==> config.mk <==
export PLATFORM = sky130hd
export DESIGN_NAME = muldiv_seq
export DESIGN_NICKNAME = d
export VERILOG_FILES = /design/src/rtl/muldiv_pkg.sv /design/src/rtl/muldiv_seq.sv
export SDC_FILE = /design/constraint.sdc
export NUM_CORES = 1
export LEC_CHECK = 0
export ABC_CLOCK_PERIOD_IN_PS = 8600
export BUFFER_PORTS_ARGS = -buffer_cell sky130_fd_sc_hd__buf_2
export CAP_MARGIN = 5
export CELL_PAD_IN_SITES_DETAIL_PLACEMENT = 0
export CELL_PAD_IN_SITES_GLOBAL_PLACEMENT = 1
export CORE_ASPECT_RATIO = 1.1
export CORE_MARGIN = 3
export CORE_UTILIZATION = 35
export CTS_CLUSTER_SIZE = 10
export DETAILED_ROUTE_END_ITERATION = 6
export GPL_TIMING_DRIVEN = 0
export PLACE_DENSITY_LB_ADDON = 0.3
export SYNTH_ARGS = -nofsm -noshare
export SYNTH_HDL_FRONTEND = slang
export SYNTH_SLANG_ARGS = --single-unit
==> constraint.sdc <==
create_clock -name clk -period 8.6 [get_ports clk]
set_input_delay 1.29 -clock clk [delete_from_list [all_inputs] [get_ports clk]]
set_output_delay 1.29 -clock clk [all_outputs]
set_load 0.02 [all_outputs]
==> src/rtl/muldiv_pkg.sv <==
// muldiv_pkg: op encodings, controller states and iteration count for muldiv_seq
package muldiv_pkg;
   localparam int ITER = 32;
   localparam logic [1:0] OP_MULTU = 2'b00;
   localparam logic [1:0] OP_DIVU  = 2'b01;
   localparam logic [1:0] OP_MTHI  = 2'b10;
   localparam logic [1:0] OP_MTLO  = 2'b11;
   typedef enum logic [1:0] {IDLE, MUL, DIV} state_t;
endpackage

==> src/rtl/muldiv_seq.sv <==
// muldiv_seq: iterative 32-bit unsigned multiply/divide unit with HI/LO registers
module muldiv_seq
   import muldiv_pkg::*;
(
   input  logic        clk,
   input  logic        rst,
   input  logic        start,
   input  logic [1:0]  op,
   input  logic [31:0] a,
   input  logic [31:0] b,
   input  logic        rd_req,
   output logic        busy,
   output logic        stall,
   output logic        done,
   output logic        div_by_zero,
   output logic [31:0] hi,
   output logic [31:0] lo
);
   state_t state, state_n;
   logic [5:0]  cnt, cnt_n;
   logic [31:0] opa, opa_n, opb, opb_n, hi_n, lo_n;
   logic [63:0] acc, acc_n;
   logic [32:0] sum, shl, diff;
   logic        done_n, dbz_n, last;
   assign busy  = state != IDLE;
   assign stall = busy & (start | rd_req);
   // acc is the product in MUL and holds the remainder in its low half in DIV
   always_comb begin
      sum     = {1'b0, acc[63:32]} + (opb[0] ? {1'b0, opa} : 33'd0);
      shl     = {acc[31:0], opa[31]};
      diff    = shl - {1'b0, opb};
      last    = cnt == 6'(ITER - 1);
      state_n = state;
      cnt_n   = cnt;
      opa_n   = opa;
      opb_n   = opb;
      acc_n   = acc;
      hi_n    = hi;
      lo_n    = lo;
      done_n  = 1'b0;
      dbz_n   = 1'b0;
      case (state)
         IDLE: if (start) begin
            case (op)
               OP_MULTU: begin
                  opa_n   = a;
                  opb_n   = b;
                  acc_n   = '0;
                  cnt_n   = '0;
                  state_n = MUL;
               end
               OP_DIVU: if (b != '0) begin
                  opa_n   = a;
                  opb_n   = b;
                  acc_n   = '0;
                  cnt_n   = '0;
                  state_n = DIV;
               end else begin
                  hi_n   = a;
                  lo_n   = '1;
                  done_n = 1'b1;
                  dbz_n  = 1'b1;
               end
               OP_MTHI: hi_n = a;
               default: lo_n = a;
            endcase
         end
         MUL: begin
            acc_n = {sum, acc[31:1]};
            opb_n = opb >> 1;
            cnt_n = cnt + 6'd1;
            if (last) begin
               hi_n    = acc_n[63:32];
               lo_n    = acc_n[31:0];
               done_n  = 1'b1;
               cnt_n   = '0;
               state_n = IDLE;
            end
         end
         DIV: begin
            acc_n = {32'd0, diff[32] ? shl[31:0] : diff[31:0]};
            opa_n = {opa[30:0], ~diff[32]};
            cnt_n = cnt + 6'd1;
            if (last) begin
               hi_n    = acc_n[31:0];
               lo_n    = opa_n;
               done_n  = 1'b1;
               cnt_n   = '0;
               state_n = IDLE;
            end
         end
         default: state_n = IDLE;
      endcase
   end
   always_ff @(posedge clk) begin
      if (rst) begin
         state       <= IDLE;
         cnt         <= '0;
         opa         <= '0;
         opb         <= '0;
         acc         <= '0;
         hi          <= '0;
         lo          <= '0;
         done        <= 1'b0;
         div_by_zero <= 1'b0;
      end else begin
         state       <= state_n;
         cnt         <= cnt_n;
         opa         <= opa_n;
         opb         <= opb_n;
         acc         <= acc_n;
         hi          <= hi_n;
         lo          <= lo_n;
         done        <= done_n;
         div_by_zero <= dbz_n;
      end
   end
endmodule

== Yosys cells after proc, flatten, opt, wreduce, memory -nomap -nowiden ==
Index checks and enable logic that the tools add are counted.
Storage, ports and cells
  flip-flop bits (word level): 202
  input port bits: 70
  output and inout bits: 68
Operators by class
  add/subtract/negate cells: 3
  eq/ne operators: 14
  mux-type cells: 41
  bitwise logic cells: 4
  reduce and logical (&&, ||, !) cells: 18
Operator list (count)
  $mux 32: 14
  $pmux 32 s2: 6
  $pmux 32 s3: 2
  $pmux 64 s3: 1
  $mux 64: 2
  $pmux 64 s2: 1
  $add 32x32->33: 1
  $sub 33x32->33: 1
  $reduce_bool 32->1: 1
  $pmux 6 s2: 2
  $reduce_and 4->1: 5
  $mux 6: 3
  $reduce_and 6->1: 2
  $ne 2x2->1 const B: 4
  $pmux 2 s2: 2
  $reduce_bool 2->1: 4
  $add 6x1->6 const B: 1
  $eq 6x5->1 const B: 1
  $mux 2: 3
  $ne 3x1->1 const B: 2
  $ne 3x3->1 const B: 2
  $reduce_or 2->1: 3
  $eq 2x1->1 const B: 2
  $eq 2x2->1 const B: 2
  other kinds (8): 13

== Depth between registers and ports, before layout ==
  word-level depth: 5
  mapped depth: 15

== Worst setup path after synthesis ==
OpenSTA, ideal clock, no wires.
  kind: reg-to-reg
  start point: reg opb[0]
  end point: reg hi[30]
  library setup time: 0.137 ns
  data arrival time: 3.298 ns
  required time: 8.463 ns
  path slack: 5.165 ns
  cell stages (with the launch flop): 15
  path buffers: 1
  period minus slack after synthesis: 3.435 ns
  path through: dfxtp_1 -> clkbuf_1 -> nand2_1 -> inv_1 -> ha_1 -> a211oi_1 -> o21ai_1 -> a2111oi_4 -> o41ai_2 -> a221o_1 -> a221oi_2 -> o21ai_1 -> xor2_1 -> a221oi_1 -> a2111oi_2
Between the ends
  longest elaborated chain between the ends: 4
  elaborated cells between the ends (all ways): 7
RTL lines
  start: declaration: line muldiv_seq.sv:21  | logic [31:0] opa, opa_n, opb, opb_n, hi_n, lo_n;
  start signal: assignment: line muldiv_seq.sv:110  | opb <= opb_n;
  $sub 33x32->33 / $mux 32 (equally long branches): line muldiv_seq.sv:31, muldiv_seq.sv:29
  $mux 32 / $add 32x32->33 (equally long branches): line muldiv_seq.sv:81, muldiv_seq.sv:29
  $mux 32 (on tied branches): line muldiv_seq.sv:84, muldiv_seq.sv:72
  $pmux 32 s3 *: line muldiv_seq.sv:42  | case (state)
  end signal: assignment: line muldiv_seq.sv:112  | hi <= hi_n;
  end: declaration: line muldiv_seq.sv:16  | output logic [31:0] hi,
Mark *: on every way between the ends. The rest lies on a longest branch, timed or not. The select of a mux whose other input is x is not followed.
A chain may end at the register's enable or synchronous reset.

== Worst setup path in the final report ==
  start point: reg opb[0]
  end point: reg hi[19]
The elaborated chain is that of the path after synthesis.

==> run metrics <==
status finished, final reports clean; post-DR wirelength/cell ~23 µm; Int Power about 0.0022 W; nets@finish roughly 2000; Worst slew margin a little over a tenth; origin of the worst setup path opb[0]$_SDFFE_PP0P_; Slowest-stage cell, CP dfxtp_1; Worst Tran Pin Value ~1300 ps; sequential share of power approximately a third; CP startpoint kind flop; # rows 73; Netlist Area Pre-Place about 0.013 mm²; Die Ht ~210 µm; Clock Tree Buf Depth 3; GRT Overall Usage 26.2%; initial antenna violation count 0; Hold Crit Start acc[39]$_SDFFE_PP0P_; slowest stage delay, CP between 600 and 700 ps; DR iter-0 viols around 1300; post-CTS resize count 0; die area roughly 0.040 mm²; share of layout cells above drive strength 1 about 11%; Buffers on Ports 137; die span in x 191 µm; maximum VDD drop approximately 0.14 mV; Post-Route WL 54100 µm; CP Cell Sequence clkbuf_1 > and2_1 > ha_1 > inv_1 > fa_1 > nand2b_1 > a21oi_1 > nor2_1 > o31ai_1 > a31oi_1 > o31ai_1 > a21oi_1 > xnor2_1 > a211oi_1 > a211oi_1; Starting Density between 30% and 40%; unique cell type count in the Yosys netlist between 60 and 70; CTS buffer count 26; switching power share of the total 41.5%; first-pass GRT wire length 80500 µm; Logic pwr share slightly below 40%; Slew Limit Fails 0; Ys Warns 0; final setup fails 0; Peak Freq ~0.22 GHz; Fin Setup TNS 0 ps; maximum fanout along the worst path 10; # diodes 0; syn_nets 1842; Final Hold Fails 0; clock share of power ~28%; GR Overflow Total 0; synthesis-to-layout area growth 16.0%; Worst Setup Path Type reg -> reg; post-synthesis instance total 1700; period utilization between 50 and 60%; PD cells about 240 mW/mm²; max cap viols 0; RSZ-0062 raised after global routing no; DRC 0; R2R Path Start opb[0]$_SDFFE_PP0P_; sw power 0.00153 W; Synth area leader dfxtp_1; dpl hpwl 42700 µm; Arrival @ worst endpoint just over 5000 ps; Yosys top cell area share between 30% and 40%; Max H-tree Level 1; CP top delay family compound AO/OA/AOI/OAI gates; final-layout fill cell count about 3800; leak pwr approximately 6.2 nW; worst path required time between 9000 and 10000 ps; remaining antenna violation count 0; CTS clk-pin slew, worst paths approximately 60 ps; worst hold-check path type reg -> reg; via count 13575; Hold Buf Count CTS 0; minimum clock period between 4000 and 5000 ps; number of synthesized flops with an enable pin 0; CTS root buf clkbuf_16; syn_area_per_cell about 7.8 µm²; Skew-Pair Late Insertion Delay 550 ps; CTS tree built; crit path capture type flop; synth top area cells dfxtp_1 (31%), nor2_1 (7.1%), ha_1 (6.6%); DR vias/cell 5.74; RD Place Congestion between 0.9 and 1; clock skew 18.8 ps; core area around 0.037 mm²; DR pass1 iterations 5; CTS sink cnt approximately 200; top-level I/O count around 140; r2r setup slk ~4000 ps; largest net degree at the start of global routing 13; CP bufs+invs 2; most frequent cell after synthesis nor2_1; Final Util a little over two fifths; Top FF cell, synth dfxtp_1; vias in the first global route between 10000 and 15000; top cells by count, synth nor2_1 (249), dfxtp_1 (202), a21oi_1 (155); Yosys reg bits 202; Async SR Flop Fraction 0%; sequential element share of the synthesized area 30.7%; Setup Fix Bufs, Post-CTS 0
==> through the flow <==
stage	setup slack [ps]	std cells	power, W	cell area [µm²]	hold slack [ps]
after detailed placement	3640	2325	0.00264	14500	451
final	4020	2365	0.00370	15300	461
after global routing	3840	2365	0.00387	15300	483
after global placement	3160	2324	0.00262	14500	448
after floorplan	5170	1700	0.00213	13200	432
after CTS	4070	2365	0.00368	15300	459
==> registers in the layout (all words and copies together), names as in the netlist <==
name,cells
acc,64
cnt,6
div_by_zero,1
done,1
hi,32
lo,32
opa,32
opb,32
state,2
==> logic make-up (layout without fill, tap and decap cells) <==
| kind of cell | after synthesis | in the layout | share of synthesized area [%] |
|---|---|---|---|
| adder cells (fa/ha/maj) | 72 | 72 | 6.95 |
| flip-flops | 202 | 202 | 30.7 |
| XOR/XNOR | 51 | 51 | 3.39 |
| multiplexers | 88 | 88 | 6.87 |
| buffers and inverters | 190 | 368 | 5.61 |
| AND/OR/NAND/NOR | 563 | 563 | 19.2 |
| AO/OA/AOI/OAI | 534 | 534 | 27.3 |
==> tightest hold or removal path: cells and delay by family, from the launching register on <==
kind | cells | cell delay (ps)
AOI/OAI and AO/OA | 1 | 50
DFF | 1 | 310
and+or+nand+nor | 1 | 50
==> final timing paths <==
| check | to | depth (start not counted) |
|---|---|---|
| setup / recovery | hi[19]$_SDFFE_PP0P_ | 15 |
| hold / removal | acc[39]$_SDFFE_PP0P_ | 2 |
| setup reg to reg | hi[19]$_SDFFE_PP0P_ | 15 |
| hold reg to reg | acc[39]$_SDFFE_PP0P_ | 2 |
==> layout make-up <==
class / instances / area (µm²) / area share, %
Tap cell: 487 / 609 / 3.99
Timing Repair Buffer: 138 / 693 / 4.54
Sequential cell: 202 / 4040 / 26.5
Multi-Input combinational cell: 1308 / 8400 / 55.0
Buffer: 123 / 488 / 3.19
Clock inverter: 5 / 50.0 / 0.327
Clock buffer: 35 / 746 / 4.88
Inverter: 67 / 251 / 1.65
==> power groups by stage <==
| stage | registers (W) | clock network (W) | logic, W |
|---|---|---|---|
| finish | 0.00122 | 0.00105 | 0.00142 |
| global route | 0.00123 | 0.00109 | 0.00155 |
| CTS | 0.00122 | 0.00106 | 0.00141 |
| detailed placement | 0.00124 | 0 | 0.00140 |
| global placement | 0.00123 | 0 | 0.00139 |
| floorplan | 0.00126 | 0 | 0.000877 |
==> layer usage <==
metal | wire [µm] | part of all wire, % | GRT usage (%)
met1 | 23500 | 43 | 35.8
met2 | 25000 | 46 | 43.1
met3 | 3740 | 6.9 | 2.31
met4 | 1960 | 3.6 | 9.42
met5 | 0 | 0 | 0
==> layout by cell type (no fill, tap or decap), types with 36 or more instances in the layout <==
cell / n
buf_2: 140
nand2_1: 127
clkbuf_1: 111
ha_1: 70
a21oi_1: 155
dfxtp_1: 202
xnor2_1: 36
a211oi_1: 103
o21ai_0: 63
inv_1: 67
nor2_1: 249
and2_1: 37
a22oi_1: 40
mux2i_1: 74
Power figures use the tool's default switching activity.
